## src/rtl/conv_sched_pkg.sv

```systemverilog
`default_nettype none
// ============================================================================
//  Module      : conv_sched_pkg
//  Description : Shared types and helpers for the tiled-convolution loop-nest
//                sequencer: FSM state encoding, default layer geometry,
//                derived input-map dimensions and counter width helpers.
//  Revision    : 1.0 - initial release
// ============================================================================
package conv_sched_pkg;

  typedef enum logic [1:0] {
    IDLE = 2'd0,
    RUN  = 2'd1,
    DONE = 2'd2
  } state_e;

  // Default layer geometry
  localparam int DEF_M  = 7;
  localparam int DEF_N  = 3;
  localparam int DEF_R  = 10;
  localparam int DEF_C  = 10;
  localparam int DEF_K  = 3;
  localparam int DEF_TR = 2;
  localparam int DEF_TC = 2;
  localparam int DEF_S  = 1;
  localparam int DEF_AW = 16;

  // Input-map height/width needed to produce r x c outputs
  function automatic int calc_ih(input int r, input int k, input int s);
    return (r - 1) * s + k;
  endfunction

  function automatic int calc_iw(input int c, input int k, input int s);
    return (c - 1) * s + k;
  endfunction

  function automatic int calc_total(input int m, input int n, input int r,
                                    input int c, input int k);
    return m * r * c * n * k * k;
  endfunction

  localparam int IH         = calc_ih(DEF_R, DEF_K, DEF_S);
  localparam int IW         = calc_iw(DEF_C, DEF_K, DEF_S);
  localparam int TOTAL_CMDS = calc_total(DEF_M, DEF_N, DEF_R, DEF_C, DEF_K);

  // Bits needed for a counter holding values 0..n-1
  function automatic int cnt_w(input int n);
    return (n < 2) ? 1 : $clog2(n);
  endfunction

  // Extent of a tile clipped against the remaining array size
  function automatic logic [31:0] clip_lim(input logic [31:0] remain,
                                           input logic [31:0] tile);
    return (remain < tile) ? remain : tile;
  endfunction

endpackage
`default_nettype wire

```

## src/rtl/conv_loop_counter.sv

```systemverilog
`default_nettype none
// ============================================================================
//  Module      : conv_loop_counter
//  Description : One level of the loop nest. Advances by STEP when en is high
//                and wraps to zero once the next value would reach the limit.
//                The limit is either the LIMIT parameter or, with DYN=1, the
//                lim input (used for clipped edge tiles).
//  Ports       : clk, rst (async, active-high), en (advance), clr (force 0),
//                lim (dynamic limit), nxt (value after this edge),
//                wrap (level wraps in this cycle; carry to the outer level)
//  Revision    : 1.0 - initial release
// ============================================================================
module conv_loop_counter #(
  parameter int LIMIT = 2,
  parameter int STEP  = 1,
  parameter int DYN   = 0,
  parameter int W     = 1
) (
  input  logic          clk,
  input  logic          rst,
  input  logic          en,
  input  logic          clr,
  input  logic [31:0]   lim,
  output logic [W-1:0]  nxt,
  output logic          wrap
);

  logic [W-1:0] cnt_q, cnt_d;
  logic [31:0]  sum;
  logic [31:0]  lim_eff;

  always_comb begin
    lim_eff = (DYN != 0) ? lim : 32'(LIMIT);
    sum     = 32'(cnt_q) + 32'(STEP);
    wrap    = en && (sum >= lim_eff);
    cnt_d   = cnt_q;
    if (clr) begin
      cnt_d = '0;
    end else if (en) begin
      cnt_d = wrap ? '0 : sum[W-1:0];
    end
  end

  // The top builds registered addresses from the post-edge index values
  assign nxt = cnt_d;

  always_ff @(posedge clk or posedge rst) begin
    if (rst) begin
      cnt_q <= '0;
    end else begin
      cnt_q <= cnt_d;
    end
  end

endmodule
`default_nettype wire

```

## src/rtl/conv_tile_scheduler.sv

```systemverilog
`default_nettype none
// ============================================================================
//  Module      : conv_tile_scheduler
//  Description : Loop-nest sequencer for the tiled convolution datapath.
//                Walks to / row tile / col tile / in-tile row / in-tile col /
//                ti / ki / kj and issues one PE command per accepted cycle.
//  Ports       : clk, rst (async, active-high), start, abort,
//                busy, done, cmd_valid, cmd_ready,
//                wt_addr, in_addr, out_addr, acc_clr, acc_wr
//  Revision    : 1.0 - initial release
// ============================================================================
module conv_tile_scheduler
  import conv_sched_pkg::*;
#(
  parameter int M  = DEF_M,
  parameter int N  = DEF_N,
  parameter int R  = DEF_R,
  parameter int C  = DEF_C,
  parameter int K  = DEF_K,
  parameter int TR = DEF_TR,
  parameter int TC = DEF_TC,
  parameter int S  = DEF_S,
  parameter int AW = DEF_AW
) (
  input  logic          clk,
  input  logic          rst,
  input  logic          start,
  input  logic          abort,
  output logic          busy,
  output logic          done,
  output logic          cmd_valid,
  input  logic          cmd_ready,
  output logic [AW-1:0] wt_addr,
  output logic [AW-1:0] in_addr,
  output logic [AW-1:0] out_addr,
  output logic          acc_clr,
  output logic          acc_wr
);

  localparam int L_IH  = calc_ih(R, K, S);
  localparam int L_IW  = calc_iw(C, K, S);
  localparam int W_TO  = cnt_w(M);
  localparam int W_RB  = cnt_w(R);
  localparam int W_CB  = cnt_w(C);
  localparam int W_TRR = cnt_w(TR);
  localparam int W_TCC = cnt_w(TC);
  localparam int W_TI  = cnt_w(N);
  localparam int W_K   = cnt_w(K);

  localparam longint WT_MAX   = longint'(M) * N * K * K - 1;
  localparam longint IN_MAX   = longint'(N) * L_IH * L_IW - 1;
  localparam longint OUT_MAX  = longint'(M) * R * C - 1;
  localparam longint ADDR_LIM = longint'(1) << AW;

  if (WT_MAX >= ADDR_LIM || IN_MAX >= ADDR_LIM || OUT_MAX >= ADDR_LIM) begin : g_addr_range_err
    $error("conv_tile_scheduler: address range exceeds AW bits");
  end

  state_e          state_q, state_d;
  logic            busy_q, busy_d, done_q, done_d, cmd_valid_q, cmd_valid_d;
  logic [AW-1:0]   wt_addr_q, wt_addr_d, in_addr_q, in_addr_d, out_addr_q, out_addr_d;
  logic            acc_clr_q, acc_clr_d, acc_wr_q, acc_wr_d;
  logic [31:0]     trr_lim_q, trr_lim_d, tcc_lim_q, tcc_lim_d;

  logic            hs, adv, clr_idx, last;
  logic [W_TO-1:0]  to_n;
  logic [W_RB-1:0]  rb_n;
  logic [W_CB-1:0]  cb_n;
  logic [W_TRR-1:0] trr_n;
  logic [W_TCC-1:0] tcc_n;
  logic [W_TI-1:0]  ti_n;
  logic [W_K-1:0]   ki_n, kj_n;
  logic to_wrap, rb_wrap, cb_wrap, trr_wrap, tcc_wrap, ti_wrap, ki_wrap, kj_wrap;
  logic [31:0]     r_full, c_full;

  assign hs      = cmd_valid_q && cmd_ready;
  // abort beats a coincident handshake: indices clear instead of advancing
  assign adv     = hs && !abort;
  assign clr_idx = abort || (state_q != RUN);
  assign last    = to_wrap;

  // Carry chain, innermost (kj) to outermost (to)
  conv_loop_counter #(.LIMIT(K),  .STEP(1),  .DYN(0), .W(W_K))   u_kj  (.clk(clk), .rst(rst), .en(adv),      .clr(clr_idx), .lim(32'(K)),  .nxt(kj_n),  .wrap(kj_wrap));
  conv_loop_counter #(.LIMIT(K),  .STEP(1),  .DYN(0), .W(W_K))   u_ki  (.clk(clk), .rst(rst), .en(kj_wrap),  .clr(clr_idx), .lim(32'(K)),  .nxt(ki_n),  .wrap(ki_wrap));
  conv_loop_counter #(.LIMIT(N),  .STEP(1),  .DYN(0), .W(W_TI))  u_ti  (.clk(clk), .rst(rst), .en(ki_wrap),  .clr(clr_idx), .lim(32'(N)),  .nxt(ti_n),  .wrap(ti_wrap));
  conv_loop_counter #(.LIMIT(TC), .STEP(1),  .DYN(1), .W(W_TCC)) u_tcc (.clk(clk), .rst(rst), .en(ti_wrap),  .clr(clr_idx), .lim(tcc_lim_q), .nxt(tcc_n), .wrap(tcc_wrap));
  conv_loop_counter #(.LIMIT(TR), .STEP(1),  .DYN(1), .W(W_TRR)) u_trr (.clk(clk), .rst(rst), .en(tcc_wrap), .clr(clr_idx), .lim(trr_lim_q), .nxt(trr_n), .wrap(trr_wrap));
  conv_loop_counter #(.LIMIT(C),  .STEP(TC), .DYN(0), .W(W_CB))  u_cb  (.clk(clk), .rst(rst), .en(trr_wrap), .clr(clr_idx), .lim(32'(C)),  .nxt(cb_n),  .wrap(cb_wrap));
  conv_loop_counter #(.LIMIT(R),  .STEP(TR), .DYN(0), .W(W_RB))  u_rb  (.clk(clk), .rst(rst), .en(cb_wrap),  .clr(clr_idx), .lim(32'(R)),  .nxt(rb_n),  .wrap(rb_wrap));
  conv_loop_counter #(.LIMIT(M),  .STEP(1),  .DYN(0), .W(W_TO))  u_to  (.clk(clk), .rst(rst), .en(rb_wrap),  .clr(clr_idx), .lim(32'(M)),  .nxt(to_n),  .wrap(to_wrap));

  // Clipped in-tile limits are registered from the next tile base, so they
  // always describe the tile the counters currently sit in and no
  // combinational loop forms through the base counters.
  always_comb begin
    trr_lim_d = clip_lim(32'(R) - 32'(rb_n), 32'(TR));
    tcc_lim_d = clip_lim(32'(C) - 32'(cb_n), 32'(TC));
  end

  always_comb begin
    state_d     = state_q;
    cmd_valid_d = 1'b0;
    done_d      = 1'b0;
    case (state_q)
      IDLE: begin
        if (start && !abort) begin
          state_d     = RUN;
          cmd_valid_d = 1'b1;
        end
      end
      RUN: begin
        if (abort) begin
          state_d = IDLE;
        end else if (hs && last) begin
          state_d = DONE;
          done_d  = 1'b1;
        end else begin
          cmd_valid_d = 1'b1;
        end
      end
      DONE:    state_d = IDLE;
      default: state_d = IDLE;
    endcase
    busy_d = (state_d != IDLE);
  end

  // Command fields for the indices that will be current after this edge
  always_comb begin
    r_full     = 32'(rb_n) + 32'(trr_n);
    c_full     = 32'(cb_n) + 32'(tcc_n);
    wt_addr_d  = '0;
    in_addr_d  = '0;
    out_addr_d = '0;
    acc_clr_d  = 1'b0;
    acc_wr_d   = 1'b0;
    if (cmd_valid_d) begin
      wt_addr_d  = AW'(((32'(to_n) * 32'(N) + 32'(ti_n)) * 32'(K) + 32'(ki_n)) * 32'(K) + 32'(kj_n));
      in_addr_d  = AW'((32'(ti_n) * 32'(L_IH) + 32'(S) * r_full + 32'(ki_n)) * 32'(L_IW)
                       + 32'(S) * c_full + 32'(kj_n));
      out_addr_d = AW'((32'(to_n) * 32'(R) + r_full) * 32'(C) + c_full);
      acc_clr_d  = (ti_n == '0) && (ki_n == '0) && (kj_n == '0);
      acc_wr_d   = (32'(ti_n) == 32'(N - 1)) && (32'(ki_n) == 32'(K - 1)) && (32'(kj_n) == 32'(K - 1));
    end
  end

  always_ff @(posedge clk or posedge rst) begin
    if (rst) begin
      state_q     <= IDLE;
      busy_q      <= 1'b0;
      done_q      <= 1'b0;
      cmd_valid_q <= 1'b0;
      wt_addr_q   <= '0;
      in_addr_q   <= '0;
      out_addr_q  <= '0;
      acc_clr_q   <= 1'b0;
      acc_wr_q    <= 1'b0;
      trr_lim_q   <= clip_lim(32'(R), 32'(TR));
      tcc_lim_q   <= clip_lim(32'(C), 32'(TC));
    end else begin
      state_q     <= state_d;
      busy_q      <= busy_d;
      done_q      <= done_d;
      cmd_valid_q <= cmd_valid_d;
      wt_addr_q   <= wt_addr_d;
      in_addr_q   <= in_addr_d;
      out_addr_q  <= out_addr_d;
      acc_clr_q   <= acc_clr_d;
      acc_wr_q    <= acc_wr_d;
      trr_lim_q   <= trr_lim_d;
      tcc_lim_q   <= tcc_lim_d;
    end
  end

  assign busy      = busy_q;
  assign done      = done_q;
  assign cmd_valid = cmd_valid_q;
  assign wt_addr   = wt_addr_q;
  assign in_addr   = in_addr_q;
  assign out_addr  = out_addr_q;
  assign acc_clr   = acc_clr_q;
  assign acc_wr    = acc_wr_q;

endmodule
`default_nettype wire

```

## config.mk

```make
export PLATFORM = sky130hd
export DESIGN_NAME = conv_tile_scheduler
export DESIGN_NICKNAME = d
export VERILOG_FILES = /design/src/rtl/conv_sched_pkg.sv /design/src/rtl/conv_loop_counter.sv /design/src/rtl/conv_tile_scheduler.sv
export SDC_FILE = /design/constraint.sdc
export NUM_CORES = 1
export LEC_CHECK = 0
export BUFFER_PORTS_ARGS = -buffer_cell sky130_fd_sc_hd__buf_4
export CORE_ASPECT_RATIO = 0.75
export CORE_UTILIZATION = 50
export DETAILED_ROUTE_END_ITERATION = 7
export GPL_ROUTABILITY_DRIVEN = 0
export PLACE_DENSITY = 0.69
export SYNTH_ARGS = -nofsm -noshare
export SYNTH_HDL_FRONTEND = slang
export SYNTH_SLANG_ARGS = --single-unit
```

## constraint.sdc

```tcl
create_clock -name clk -period 14.7 [get_ports clk]
set_input_delay 2.94 -clock clk [delete_from_list [all_inputs] [get_ports clk]]
set_output_delay 2.94 -clock clk [all_outputs]
set_load 0.02 [all_outputs]
```

==> run summary <==
Once the clock tree was built, the setup fixing pass inserted 0 buffers. The number of antenna violations at the first check in global routing is 0. The design draws 0.464 mW. The setup violation total in the final timing report is 0, and the instance area after placement is 5970 um2. The number of primary I/O pins is 58.

Worst min-delay path startpoint: u_cb.cnt_q[0]. TritonCTS built the clock tree. Count of standard-cell rows: 32. Summed over all layers, the global routing overflow is 0. Area share of the largest cell type after synthesis: 0.308. The die is 93.0 um tall.

After synthesis the cells add up to 5520 um2. The synthesized design contains 70 register bits. The share of the cycle needed by the critical path after routing works out to 0.610. The tools report the beginning of the worst register-to-register path as u_ki.cnt_q[0]. STA classifies the critical path endpoint as a flop. For this run, the leading register cell type out of synthesis is sky130_fd_sc_hd__dfrtp_1.

The logs give 0 for the remaining antenna violation count and 0.526 for the starting density of the core. IR analysis of the VDD net gives a maximum drop of 0.0646 mV. The run gives 340 ps as the clock latency of the later-clocked register in the worst-skew pair. The cell count of the worst hold path was 2; the total instance count after detailed placement was 742. The type of the setup path with the least slack is primary input to flop. Summed over all layers, the routed wires come to 11600 um. For the worst hold-check slack, the log shows 573 ps. The met1 routed wirelength after detailed routing was 5570 um.

For the worst setup path, the data required time is 14900 ps. The clock passes through at most 2 buffers. The floorplan step set the die width to 123 um.

The mean post-synth cell area was 9.79 um2; the routed length on met3 was 602 um. The routed layout has 4069 vias. The worst-case setup slack after placement is 5400 ps.

In this run the power density over the cells is 73.5 nW/um2. The logs give 0.368 for the worst slew slack as a fraction of its limit and 0 for the reported max-cap violation count. The type of origin of the critical path is a primary input. The critical path arrival was 9170 ps.

The number of H-tree branching levels is 3. Clock tree synthesis selected as its root buffer the cell sky130_fd_sc_hd__clkbuf_16. The number of nets in the finished design is 721, and the die footprint is 11500 um2. The max-slew violation count was 0; the number of buffers inserted by hold repair at cts was 0. After detailed routing, no signal wire sits above met4.

In the final timing run, aggregate negative setup slack is 0 ps. The total count of hold-check failures in the final report was 0; the gate count after technology mapping was 564. The share of async-settable or async-resettable flops after synthesis is 1.00. The run gives 0.224 as the aggregate global-route resource usage. The core region area came out at 10500 um2. The slowest library cell on the worst path is sky130_fd_sc_hd__or4_4. Number of antenna cells inserted: 0. In this run the number of cells on the critical path is 24.

TritonCTS created 9 clock buffers. The maximum fanout along the worst path was 13; the minimum setup slack in the final design was 5730 ps. The number of different library cells used by synthesis comes to 58.

The layout filler cell count is 907. Across the routed clock network, the largest skew measured is 6.59 ps. The count of synthesis-stage warnings from yosys was 0. Input and output buffers added on the ports amount to 43.

The highest cell delay on the worst timing path was 570 ps; the violation count after the first detailed-routing iteration was 346. For the worst flop-to-flop path, the logic depth is 25. The half-perimeter wire length of the detailed placement result is 8920 um, and the clock-pin transition on the worst setup and hold timing paths is 60 ps.

The fraction of layout cells with a size suffix above 1 came out at 0.132. Ranked by total cell area, the synthesized netlist is headed by sky130_fd_sc_hd__dfrtp_1 (31%), sky130_fd_sc_hd__ha_1 (20%), sky130_fd_sc_hd__xnor2_1 (5.2%). The actual transition at the worst max-transition pin was 945 ps. In this run the worst setup path begins at abort. The endpoint identified for the worst register-to-register timing path is wt_addr[7]. The first global-routing pass estimated 19600 um of wire. The analysis attributes to cell leakage a power of 3.58 nW. sky130_fd_sc_hd__ha_1 is the most common cell in the netlist. The run finished with clean final reports. Sequential share of the synthesized area: 0.318.

Traced cell by cell, the critical path runs through buf_4, nand3b_4, or4_4, nor3_4, nand4_1, a211oi_1, a21oi_1, nor2_1, mux2i_1, ha_1, ha_1, inv_1, fa_1, inv_1, ha_1, fa_1, ha_1, fa_1, a21o_1, a21o_1, a21o_1, a21oi_1, xor2_1, nor2_1. After layout, the minimum clock period comes to 8970 ps. The number of buffers and inverters on the critical path came out at 3. Entering global routing, the biggest net connects 71 pins.

The tools report the via count of the first global-routing pass as 4066. Counting instances in the post-synthesis netlist gives the leading cell types as sky130_fd_sc_hd__ha_1 (88), sky130_fd_sc_hd__dfrtp_1 (68), sky130_fd_sc_hd__nor2_1 (48). Gates resized during post-CTS repair numbered 0. The cell taking the most area after synthesis was sky130_fd_sc_hd__dfrtp_1. The path with the worst hold slack has its endpoint at tcc_lim_q[0]. In this design, the largest share of critical-path delay is due to adder cells.

The area growth from synthesis to layout is 14.4%. The run gives 5290 um as the routed wire length on met2. For flop-to-flop paths, the worst setup slack is 7920 ps. CTS saw 70 sinks. After detailed routing, the number of vias per cell comes to 5.37. The synthesized design contains 0 enable-type register cells.

After detailed routing, the average wire length per cell comes to 15.3 um. For this run, the number of standard cells in the final layout without fillers is 758. The detailed-route DRC error count is 0.

Setup repair after global routing left no endpoint under its margin. In this design, the critical path's most frequently occurring cell is sky130_fd_sc_hd__ha_1. The pre-antenna-repair detailed-routing pass consisted of 4 iterations.

The run gives 0.602 as the utilization after layout. For the maximum operating frequency, the log shows 111 MHz. The min-delay analysis places its worst path in the category flop to flop.

The final non-filler cell area was 6310 um2.
-- placed cells by master (no fill, tap or decap), types with 3 or more instances in the layout --
cell type,n
sky130_fd_sc_hd__buf_4,46
sky130_fd_sc_hd__o31ai_1,3
sky130_fd_sc_hd__fa_1,11
sky130_fd_sc_hd__nand2_1,22
sky130_fd_sc_hd__or2_2,5
sky130_fd_sc_hd__and3_1,18
sky130_fd_sc_hd__bufinv_16,3
sky130_fd_sc_hd__maj3_1,3
sky130_fd_sc_hd__nand4_1,3
sky130_fd_sc_hd__a21oi_1,39
sky130_fd_sc_hd__mux2i_1,9
sky130_fd_sc_hd__or4_1,3
sky130_fd_sc_hd__and2_1,4
sky130_fd_sc_hd__nor2_1,48
sky130_fd_sc_hd__o21ai_0,10
sky130_fd_sc_hd__clkbuf_16,9
sky130_fd_sc_hd__nor2b_1,8
sky130_fd_sc_hd__conb_1,21
sky130_fd_sc_hd__inv_1,38
sky130_fd_sc_hd__nand2b_1,10
sky130_fd_sc_hd__xnor2_1,33
sky130_fd_sc_hd__nor4_1,6
sky130_fd_sc_hd__nand3_1,11
sky130_fd_sc_hd__ha_1,88
sky130_fd_sc_hd__dfrtp_1,68
sky130_fd_sc_hd__o21bai_1,3
sky130_fd_sc_hd__nor3_1,15
sky130_fd_sc_hd__a21o_1,26
sky130_fd_sc_hd__xor2_1,16
-- power by group --
group	internal, mW	switching, mW
combinational	0.00318	0.0138
clock	0.170	0.0815
sequential	0.195	0.000836
total	0.368	0.0961
-- routing by layer --
metal	GRT usage	vias to the layer above
met5	0	-
met4	0.0633	0
met3	0.0494	9
met2	0.362	85
met1	0.301	1935
li1	-	2040
-- cell type report --
| type | instances | area, um2 | share of cell area |
|---|---|---|---|
| Tap cell | 136 | 170 | 0.0270 |
| Inverter | 39 | 146 | 0.0232 |
| Sequential cell | 70 | 1750 | 0.278 |
| Multi-Input combinational cell | 451 | 3550 | 0.562 |
| Clock inverter | 6 | 109 | 0.0172 |
| Timing Repair Buffer | 46 | 345 | 0.0547 |
| Clock buffer | 10 | 239 | 0.0379 |
-- worst max-delay path by stage --
stage              endpoint  slack, ps
4_1_cts          wt_addr[7]       5750
3_3_place_gp     wt_addr[7]       5590
5_1_grt        out_addr[11]       5270
6_report         wt_addr[7]       5730
3_5_place_dp     wt_addr[7]       5400
2_1_floorplan    wt_addr[7]       6050
-- logic make-up after synthesis --
group / Yosys count / synth area share
simple gates: 168 / 0.162
fa+ha+maj: 102 / 0.245
compound gates: 98 / 0.114
flops: 70 / 0.318
buf+inv: 63 / 0.0526
xor+xnor: 50 / 0.0827
mux: 12 / 0.0252
other cells: 1 / 0.000679
-- worst min-delay path, stage by stage (launching register included) --
cell,delay [ps]
sky130_fd_sc_hd__dfrtp_1,360
sky130_fd_sc_hd__nand3_1,110
sky130_fd_sc_hd__nor2_1,60
-- flip-flops by register name, indices dropped and copies added, names as in the netlist --
register     count
wt_addr          9
u_trr.cnt_q      1
cmd_valid        1
out_addr        13
u_ki.cnt_q       2
state_q          2
u_cb.cnt_q       4
u_rb.cnt_q       4
u_kj.cnt_q       2
acc_clr          1
tcc_lim_q        5
u_ti.cnt_q       2
busy             1
acc_wr           1
u_tcc.cnt_q      1
done             1
in_addr         12
u_to.cnt_q       3
trr_lim_q        5
Power figures use the tool's default switching activity.
